===== src/rtl/sha3_result_scanner_if.sv =====
`default_nettype none
// ============================================================================
// Module      : sha3_result_scanner_if
// Description : Found-result handshake between the SHA3 result scanner and
//               the AXI front-end that drains winning nonce/hash pairs.
// Revision    : 1.0 - initial release
// ============================================================================
interface sha3_result_scanner_if #(
  parameter int NONCE_WIDTH = 32
);
  logic                   found_valid;
  logic                   found_ready;
  logic [NONCE_WIDTH-1:0] found_nonce;
  logic [63:0]            found_hash;

  // Scanner side: presents the FIFO head
  modport master (
    output found_valid,
    output found_nonce,
    output found_hash,
    input  found_ready
  );

  // Consumer side: accepts the FIFO head
  modport slave (
    input  found_valid,
    input  found_nonce,
    input  found_hash,
    output found_ready
  );
endinterface
`default_nettype wire


===== src/rtl/sha3_result_scanner.sv =====
`default_nettype none
// ============================================================================
// Module      : sha3_result_scanner
// Description : Counts result strobes from the iterating SHA3 pipe, rebuilds
//               each nonce from the job base, compares the hash word against
//               a difficulty threshold and queues winners in a small FIFO.
// Revision    : 1.0 - initial release
// ============================================================================
module sha3_result_scanner #(
  parameter int FIFO_DEPTH  = 4,
  parameter int NONCE_WIDTH = 32
) (
  input  wire logic                   clk,
  input  wire logic                   rst,
  input  wire logic                   start,
  input  wire logic [NONCE_WIDTH-1:0] base_nonce,
  input  wire logic [NONCE_WIDTH-1:0] scan_count,
  input  wire logic [63:0]            threshold,
  input  wire logic                   igood,
  input  wire logic [63:0]            ihash,
  output logic                        busy,
  output logic                        done,
  output logic [15:0]                 dropped,
  sha3_result_scanner_if.master       found
);

  localparam int                c_PTR_W = $clog2(FIFO_DEPTH);
  localparam logic [c_PTR_W:0]  c_DEPTH = FIFO_DEPTH[c_PTR_W:0];
  localparam int                c_ENT_W = NONCE_WIDTH + 64;

  typedef enum logic [1:0] {
    S_IDLE  = 2'd0,
    S_SCAN  = 2'd1,
    S_FLUSH = 2'd2
  } state_t;

  state_t                 r_state;
  logic                   r_busy;
  logic                   r_done;
  logic [NONCE_WIDTH-1:0] r_base;
  logic [NONCE_WIDTH-1:0] r_scan_count;
  logic [63:0]            r_threshold;
  logic [NONCE_WIDTH-1:0] r_processed;

  logic                   r_s1_valid;
  logic [63:0]            r_s1_hash;
  logic [NONCE_WIDTH-1:0] r_s1_nonce;
  logic                   r_s2_win;
  logic [63:0]            r_s2_hash;
  logic [NONCE_WIDTH-1:0] r_s2_nonce;

  logic [c_ENT_W-1:0]     r_mem [FIFO_DEPTH];
  logic [c_PTR_W-1:0]     r_rd_ptr;
  logic [c_PTR_W-1:0]     r_wr_ptr;
  logic [c_PTR_W:0]       r_fifo_cnt;
  logic                   r_found_valid;
  logic [NONCE_WIDTH-1:0] r_found_nonce;
  logic [63:0]            r_found_hash;
  logic [15:0]            r_dropped;

  logic                   w_take;
  logic [NONCE_WIDTH-1:0] w_proc_inc;
  logic                   w_pop;
  logic                   w_full;
  logic                   w_push;
  logic                   w_drop;
  logic [c_PTR_W:0]       w_cnt_after_pop;
  logic [c_PTR_W:0]       w_cnt_next;
  logic [c_PTR_W-1:0]     w_rd_next;
  logic [c_ENT_W-1:0]     w_head_next;

  assign w_take     = (r_state == S_SCAN) && igood;
  assign w_proc_inc = r_processed + 1'b1;

  // Job control, nonce reconstruction (stage 1) and threshold compare (stage 2)
  always_ff @(posedge clk) begin
    if (rst) begin
      r_state      <= S_IDLE;
      r_busy       <= 1'b0;
      r_done       <= 1'b0;
      r_base       <= '0;
      r_scan_count <= '0;
      r_threshold  <= '0;
      r_processed  <= '0;
      r_s1_valid   <= 1'b0;
      r_s1_hash    <= '0;
      r_s1_nonce   <= '0;
      r_s2_win     <= 1'b0;
      r_s2_hash    <= '0;
      r_s2_nonce   <= '0;
    end else begin
      r_done     <= 1'b0;
      r_s1_valid <= w_take;
      if (w_take) begin
        r_s1_hash  <= ihash;
        r_s1_nonce <= r_base + r_processed;
      end
      // Stage 2 only carries winners; losers simply vanish here
      r_s2_win   <= r_s1_valid && (r_s1_hash <= r_threshold);
      r_s2_hash  <= r_s1_hash;
      r_s2_nonce <= r_s1_nonce;

      case (r_state)
        S_IDLE: begin
          if (start) begin
            r_base       <= base_nonce;
            r_scan_count <= scan_count;
            r_threshold  <= threshold;
            r_processed  <= '0;
            r_busy       <= 1'b1;
            r_state      <= (scan_count == '0) ? S_FLUSH : S_SCAN;
          end
        end
        S_SCAN: begin
          if (igood) begin
            r_processed <= w_proc_inc;
            if (w_proc_inc == r_scan_count) begin
              r_state <= S_FLUSH;
            end
          end
        end
        S_FLUSH: begin
          // Both pipe stages must drain so every winner reaches the FIFO
          if (!r_s1_valid && !r_s2_win) begin
            r_done  <= 1'b1;
            r_busy  <= 1'b0;
            r_state <= S_IDLE;
          end
        end
        default: begin
          r_state <= S_IDLE;
          r_busy  <= 1'b0;
        end
      endcase
    end
  end

  assign w_pop           = r_found_valid && found.found_ready;
  assign w_full          = (r_fifo_cnt == c_DEPTH);
  // A pop frees the slot the push lands in, so full+pop still accepts
  assign w_push          = r_s2_win && (!w_full || w_pop);
  assign w_drop          = r_s2_win && w_full && !w_pop;
  assign w_cnt_after_pop = r_fifo_cnt - {{c_PTR_W{1'b0}}, w_pop};
  assign w_cnt_next      = w_cnt_after_pop + {{c_PTR_W{1'b0}}, w_push};
  assign w_rd_next       = r_rd_ptr + {{(c_PTR_W-1){1'b0}}, w_pop};
  // When the FIFO is otherwise empty the incoming winner becomes the head
  assign w_head_next     = (w_cnt_after_pop == '0) ? {r_s2_nonce, r_s2_hash}
                                                   : r_mem[w_rd_next];

  // FIFO storage; pointer bookkeeping alone defines occupancy
  always_ff @(posedge clk) begin
    if (w_push) begin
      r_mem[r_wr_ptr] <= {r_s2_nonce, r_s2_hash};
    end
  end

  // FIFO pointers, registered head outputs and the saturating drop counter
  always_ff @(posedge clk) begin
    if (rst) begin
      r_rd_ptr      <= '0;
      r_wr_ptr      <= '0;
      r_fifo_cnt    <= '0;
      r_found_valid <= 1'b0;
      r_found_nonce <= '0;
      r_found_hash  <= '0;
      r_dropped     <= '0;
    end else begin
      r_rd_ptr      <= w_rd_next;
      r_fifo_cnt    <= w_cnt_next;
      r_found_valid <= (w_cnt_next != '0);
      if (w_push) begin
        r_wr_ptr <= r_wr_ptr + 1'b1;
      end
      if (w_cnt_next != '0) begin
        {r_found_nonce, r_found_hash} <= w_head_next;
      end
      if (w_drop && (r_dropped != 16'hFFFF)) begin
        r_dropped <= r_dropped + 16'd1;
      end
    end
  end

  assign busy              = r_busy;
  assign done              = r_done;
  assign dropped           = r_dropped;
  assign found.found_valid = r_found_valid;
  assign found.found_nonce = r_found_nonce;
  assign found.found_hash  = r_found_hash;

endmodule
`default_nettype wire


===== src/flat_wrapper.sv =====
// flat-port wrapper written by rule: the top's interface ports become plain ports
module sha3_result_scanner_flat 
#(
  parameter int FIFO_DEPTH  = 4,
  parameter int NONCE_WIDTH = 32
)
  (clk, rst, start, base_nonce, scan_count, threshold, igood, ihash, busy, done, dropped, found_found_valid, found_found_nonce, found_found_hash, found_found_ready);
  sha3_result_scanner_if #(.NONCE_WIDTH(NONCE_WIDTH)) found_i ();
  input  wire logic clk;
  input  wire logic rst;
  input  wire logic start;
  input  wire logic [NONCE_WIDTH-1:0] base_nonce;
  input  wire logic [NONCE_WIDTH-1:0] scan_count;
  input  wire logic [63:0] threshold;
  input  wire logic igood;
  input  wire logic [63:0] ihash;
  output logic busy;
  output logic done;
  output logic [15:0] dropped;
  output wire logic [$bits(found_i.found_valid)-1:0] found_found_valid;
  output wire logic [$bits(found_i.found_nonce)-1:0] found_found_nonce;
  output wire logic [$bits(found_i.found_hash)-1:0] found_found_hash;
  input wire logic [$bits(found_i.found_ready)-1:0] found_found_ready;
  assign found_found_valid = found_i.found_valid;
  assign found_found_nonce = found_i.found_nonce;
  assign found_found_hash = found_i.found_hash;
  assign found_i.found_ready = found_found_ready;
  sha3_result_scanner #(.FIFO_DEPTH(FIFO_DEPTH), .NONCE_WIDTH(NONCE_WIDTH)) u_core (.clk(clk), .rst(rst), .start(start), .base_nonce(base_nonce), .scan_count(scan_count), .threshold(threshold), .igood(igood), .ihash(ihash), .busy(busy), .done(done), .dropped(dropped), .found(found_i));
endmodule

===== config.mk =====
export PLATFORM = sky130hd
export DESIGN_NAME = sha3_result_scanner_flat
export DESIGN_NICKNAME = d
export VERILOG_FILES = /design/src/rtl/sha3_result_scanner_if.sv /design/src/rtl/sha3_result_scanner.sv /design/src/flat_wrapper.sv
export SDC_FILE = /design/constraint.sdc
export NUM_CORES = 2
export LEC_CHECK = 0
export BUFFER_PORTS_ARGS = -buffer_cell sky130_fd_sc_hd__buf_2
export CAP_MARGIN = 20
export CORE_UTILIZATION = 30
export CTS_CLUSTER_DIAMETER = 150
export CTS_CLUSTER_SIZE = 10
export DETAILED_ROUTE_END_ITERATION = 8
export GPL_TIMING_DRIVEN = 0
export HOLD_SLACK_MARGIN = 0.1
export PLACE_DENSITY = 0.56
export SETUP_SLACK_MARGIN = 0.2
export SYNTH_ARGS = -nofsm -noshare
export SYNTH_HDL_FRONTEND = slang
export SYNTH_SLANG_ARGS = --single-unit

===== constraint.sdc =====
create_clock -name clk -period 3.6 [get_ports clk]
set_clock_uncertainty 0.2 [all_clocks]
set_input_delay 0.18 -clock clk [delete_from_list [all_inputs] [get_ports clk]]
set_output_delay 0.18 -clock clk [all_outputs]
set_load 0.02 [all_outputs]

Yosys cells after proc, flatten, opt, wreduce, memory -nomap -nowiden --
Memories as Yosys holds them, arrays and structs flattened. Cells that the tools add are included.
Operators by class: add/subtract/negate cells 7, $lt $le $gt $ge 1, equal/unequal tests 9, muxes and demuxes 16, bitwise logic cells 2, reduce and logical (&&, ||, !) cells 23
Operators with widths (count):
- $mux W96 | 1
- $le A64 B64 Y1 | 1
- $mux W32 | 2
- $pmux W32 S2 | 1
- $add A32 B1 Y32 const B | 1
- $add A32 B32 Y32 | 1
- $eq A32 B32 Y1 | 1
- $logic_not A32 Y1 | 1
- $add A16 B1 Y16 const B | 1
- $ne A16 B16 Y1 const B | 1
- $mux W2 | 5
- $logic_and A1 B1 Y1 | 8
- $ne A2 B2 Y1 const B | 3
- $pmux W2 S3 | 1
- $reduce_and A3 Y1 | 2
- $mux W1 | 5
- $logic_not A1 Y1 | 4
- $reduce_and A4 Y1 | 1
- $add A3 B1 Y3 | 1
- $eq A3 B3 Y1 const B | 1
- $logic_not A3 Y1 | 1
- $pmux W1 S3 | 1
- $reduce_bool A3 Y1 | 1
- $sub A3 B1 Y3 | 1
- 11 further kinds | 12
Word-level totals: bits in registers 478, memory bits (writable) 384, output and inout bits 115, word-level logic and storage cells 79, memories 1
Memory list:
- u_core.r_mem | words 4, bits a word 96, rd ports 1, clocked after memory_dff 0, write ports 1, RTL line sha3_result_scanner.sv:52 | logic [c_ENT_W-1:0] r_mem [FIFO_DEPTH];

Logic depth before layout (Yosys ltp) --
depth in word-level cells 6, gate-level depth with buffers 13, gate-level depth less buffers 12

Least setup slack after synthesis --
No wires, ideal clock.
kind register to register, from register u_core.r_found_valid (netlist: u_core.found.found_valid), to memory u_core.r_mem[1][0] (netlist name) (enable), arrival 3270 ps, required time 2934 ps, path slack -335 ps, cell stages (with the launch flop) 4, period minus slack after synthesis 3935 ps, cell sequence dfxtp_1 -> nand2_1 -> a31oi_1 -> and2_1
On the way: longest elaborated chain between the ends 5
Ends and longest elaborated chain:
- from (decl) | RTL line sha3_result_scanner.sv:56 | logic r_found_valid;
- from (signal assigned) | RTL line sha3_result_scanner.sv:170 | r_found_valid <= (w_cnt_next != '0);
- $logic_and A1 B1 Y1 | RTL line sha3_result_scanner.sv:138 | assign w_pop = r_found_valid && found.found_ready;
- $logic_or A1 B1 Y1 | RTL line sha3_result_scanner.sv:141 | assign w_push = r_s2_win && (!w_full || w_pop);
- $logic_and A1 B1 Y1 | RTL line sha3_result_scanner.sv:141
- net u_core.w_push | RTL line sha3_result_scanner.sv:65 | logic w_push;
- $mux W1 | RTL line sha3_result_scanner.sv:152 | if (w_push) begin
- $mux W1 (not written as such) | RTL line sha3_result_scanner.sv:153 | r_mem[r_wr_ptr] <= {r_s2_nonce, r_s2_hash};
- to (decl) | RTL line sha3_result_scanner.sv:52
The timed path passes the listed nets, and every way through them passes these cells.

Worst setup path in the final report --
from register u_core.r_processed[18], to register u_core.r_s1_nonce[31]
On the way: longest elaborated chain between the ends 1
Ends and longest elaborated chain:
- from (decl) | RTL line sha3_result_scanner.sv:43 | logic [NONCE_WIDTH-1:0] r_processed;
- from (signal assigned) | RTL line sha3_result_scanner.sv:116 | r_processed <= w_proc_inc;
- $add A32 B32 Y32 | RTL line sha3_result_scanner.sv:96 | r_s1_nonce <= r_base + r_processed;
- to (signal assigned) | RTL line sha3_result_scanner.sv:96
- to (decl) | RTL line sha3_result_scanner.sv:47 | logic [NONCE_WIDTH-1:0] r_s1_nonce;
No other way between the ends. A chain may end at the register's enable or synchronous reset.

==> metrics.csv <==
metric;value;unit
normalized max-slew margin;33.8;%
f_max;305;MHz
htree depth;3;
initial antenna violation count;1;
post-DP HPWL;75.6;mm
Worst-Skew Late Latency;0.69;ns
status;completed;
final hold violation count;0;
first drt pass iteration count;5;
Root Driver;clkbuf_16;
WP data required;3.98;ns
via count;25145;
gp weighted congestion;0.863;
Yosys top cell by area;edfxtp_1;
Synth Register Bits;862;
Overflow after GRT;0;
final setup fails;0;
clock buffer count from CTS;96;
asr flop ratio synth;0;%
Synth cell types;77;
ANT nets after route;0;
R2R Path End;u_core.r_s1_nonce[31]$_SDFFE_PP0P_;
Setup Crit Path Kind;reg -> reg;
Die Width;344;microns
Power Density;608;nW/um^2
CTS tree;built;
nets;3953;
die height;344;microns
routed vias/inst;4.81;
core area;115000;sq um
Seq/Total Area, Yosys;60.3;%
Starting Density;30.4;%
worst slack at placement;-0.860;ns
Sink Count;862;
FF/Latch Area;21100;sq um
GR Util All Layers;17.7;%
DIE AREA;118000;sq um
layout cells sized above 1;16.4;%
RSZ-0062 raised after global routing;yes;
worst-path fanout max;7;
clock buffer depth;3;
Final min period;3.28;ns
largest cells by area after synthesis;edfxtp_1, dfxtp_1, mux4_2;
number of global-route vias before repair;24800;
min-delay src;scan_count[1];
worst-margin pin slew;0.993;ns
Layout Cell Area excl Fill;44800;sq um
Mapped Avg Cell Area;12.0;sq um
DP Area;38700;sq um
Multi-input gate area;13000;sq um
max-cap check violation count;0;
pin count of the biggest net entering global routing;53;
Area growth, synth to finish;28.1;%
TNS Setup;0;ns
Post-synth EDFFs;384;
DR iter-0 viols;1635;
Max IR drop VDD;0.000418;V
Syn Std Cell Area;35000;sq um
Reg2Reg Launch Point;u_core.r_processed[18]$_SDFFE_PP0P_;
Leakage;17.2;nW
CP startpoint kind;flop;
Routed WL;106;mm
Ports;312;
Yosys Warn Count;0;
cell count after synthesis;2914;
WL/cell;20.3;microns
count of final max-slew check failures;0;
WHS Path Cells;4;
Hold Slack;0.133;ns
Row Count;124;
final-layout fill cell count;11047;
syn_nets;3218;
Post-synth top cells;dfxtp_1, edfxtp_1, nand2_1;
Post-route DRC;0;
period utilization;91.2;%
count leader, synth;dfxtp_1;
fin worst setup slack;0.316;ns
worst hold path class;in -> reg;
Crit. End Element;flop;
reg-to-reg slack, setup;0.32;ns
Synth top area share;32.9;%
Reg2Reg Depth;10;
PortBufs;311;
global-route wire length before repair;156;mm
hold endpoint;u_core.r_scan_count[1]$_SDFFE_PP0P_;
clock-pin slew on the worst setup and hold paths;0.06;ns
Worst Path Arrival;3.67;ns
Main synth FF type;dfxtp_1;
==> worst max-delay path by stage <==
stage	slack, ns	from	cells after the start	to
after floorplan	0.69	u_core.found.found_valid$_SDFF_PP0_	9	u_core.found.found_hash[43]$_SDFFE_PP0P_
after global placement	-1.08	u_core.found.found_valid$_SDFF_PP0_	9	u_core.found.found_hash[34]$_SDFFE_PP0P_
after detailed placement	-0.86	u_core.found.found_valid$_SDFF_PP0_	9	u_core.found.found_hash[34]$_SDFFE_PP0P_
after CTS	0.16	u_core.found.found_valid$_SDFF_PP0_	11	u_core.found.found_hash[34]$_SDFFE_PP0P_
after global routing	0.18	u_core.r_processed[0]$_SDFFE_PP0P_	12	u_core.r_s1_nonce[26]$_SDFFE_PP0P_
final	0.32	u_core.r_processed[18]$_SDFFE_PP0P_	10	u_core.r_s1_nonce[31]$_SDFFE_PP0P_
==> report_power, final <==
group          total [mW]  leakage (nW)  internal, mW  switching (mW)
logic                7.05          8.13          2.83            4.22
clock network        9.09          1.34          5.04            4.05
registers            11.1          7.75          10.8           0.349
==> state kept, by name (all words and copies together) (netlist names), 2 cells and up <==
name and count:
u_core.r_s1_hash 64, u_core.r_fifo_cnt 3, u_core.r_s1_nonce 32, u_core.r_threshold 64, u_core.dropped 16, u_core.r_state 2, u_core.r_wr_ptr 2, u_core.r_processed 32
u_core.r_s2_hash 64, u_core.found.found_hash 64, u_core.r_s2_nonce 32, u_core.r_base 32, u_core.found.found_nonce 32, u_core.r_rd_ptr 2, u_core.r_scan_count 32, u_core.r_mem 384
==> layout by cell type, fill, tap and decap left out, drive strengths merged, types with 34 or more instances in the layout <==
cell and instances:
xor2 37, a21o 34, dlygate4sd3 315, edfxtp 384, a21oi 217, clkbuf 297, nor2b 111, nand3 37
nand2 363, a211oi 111, o21ai 53, inv 89, xnor2 53, dfxtp 478, o22a 65, buf 349
mux2i 101, nor2 193, ha 106, mux4 96
==> final cells by class <==
cell class | count | area share (%)
diodes | 2 | 0.0112
repair buffers | 637 | 11.0
multi-input cells | 1794 | 28.9
inverters | 87 | 0.728
clock inverters | 8 | 0.382
well taps | 1512 | 4.22
plain buffers | 171 | 1.77
flip-flops and latches | 862 | 47.1
clock buffers | 160 | 5.92
==> metal layers <==
metal  up-vias  track usage (%)  routed length (microns)
met5         -                0                       11
met4         2             5.79                     2990
met3       149             2.43                     4570
met2       586             29.7                    50800
met1     12346             23.6                    48100
li1      12062                -                        -
==> kinds of logic (layout without fill, tap and decap cells) <==
kind of cell,after synthesis,in the layout,share of synthesized area [%]
flip-flops,862,862,60.3
XOR/XNOR,90,90,2.25
AO/OA/AOI/OAI,564,564,10.6
adder cells (fa/ha/maj),107,107,3.85
multiplexers,197,197,9.06
AND/OR/NAND/NOR,836,836,11.1
buffers and inverters,258,1063,2.89
other,0,2,0
==> stage by stage <==
step	utilization [%]	instances	power, mW
3_3_place_gp	33.5	4737	18.0
4_1_cts	38.9	5231	27.6
5_1_grt	39.0	5231	28.5
2_1_floorplan	-	2914	15.7
6_report	39.0	5233	27.3
3_5_place_dp	33.7	4748	18.1
==> worst max-delay path: stages, from the launching register on <==
cell and delay, ns:
dfxtp_1 0.41, ha_1 0.30, nor3_1 0.40, o2111ai_1 0.23, a21oi_1 0.30, nand2_1 0.09, o221a_2 0.25, o41a_1 0.38
a311oi_2 0.32, xnor2_1 0.12, a211oi_2 0.21
==> timing repair <==
| item | 4_1_cts | 5_1_grt |
|---|---|---|
| buffers inserted | 0 | 0 |
| gates resized for setup | 53 | 24 |
| hold buffers | 315 | 0 |
| endpoints found under the setup margin | 107 | 92 |
| gates cloned | 0 | 0 |
| hold endpoints to repair | 213 | 0 |
Note: power is estimated with default switching activity, not from simulation.
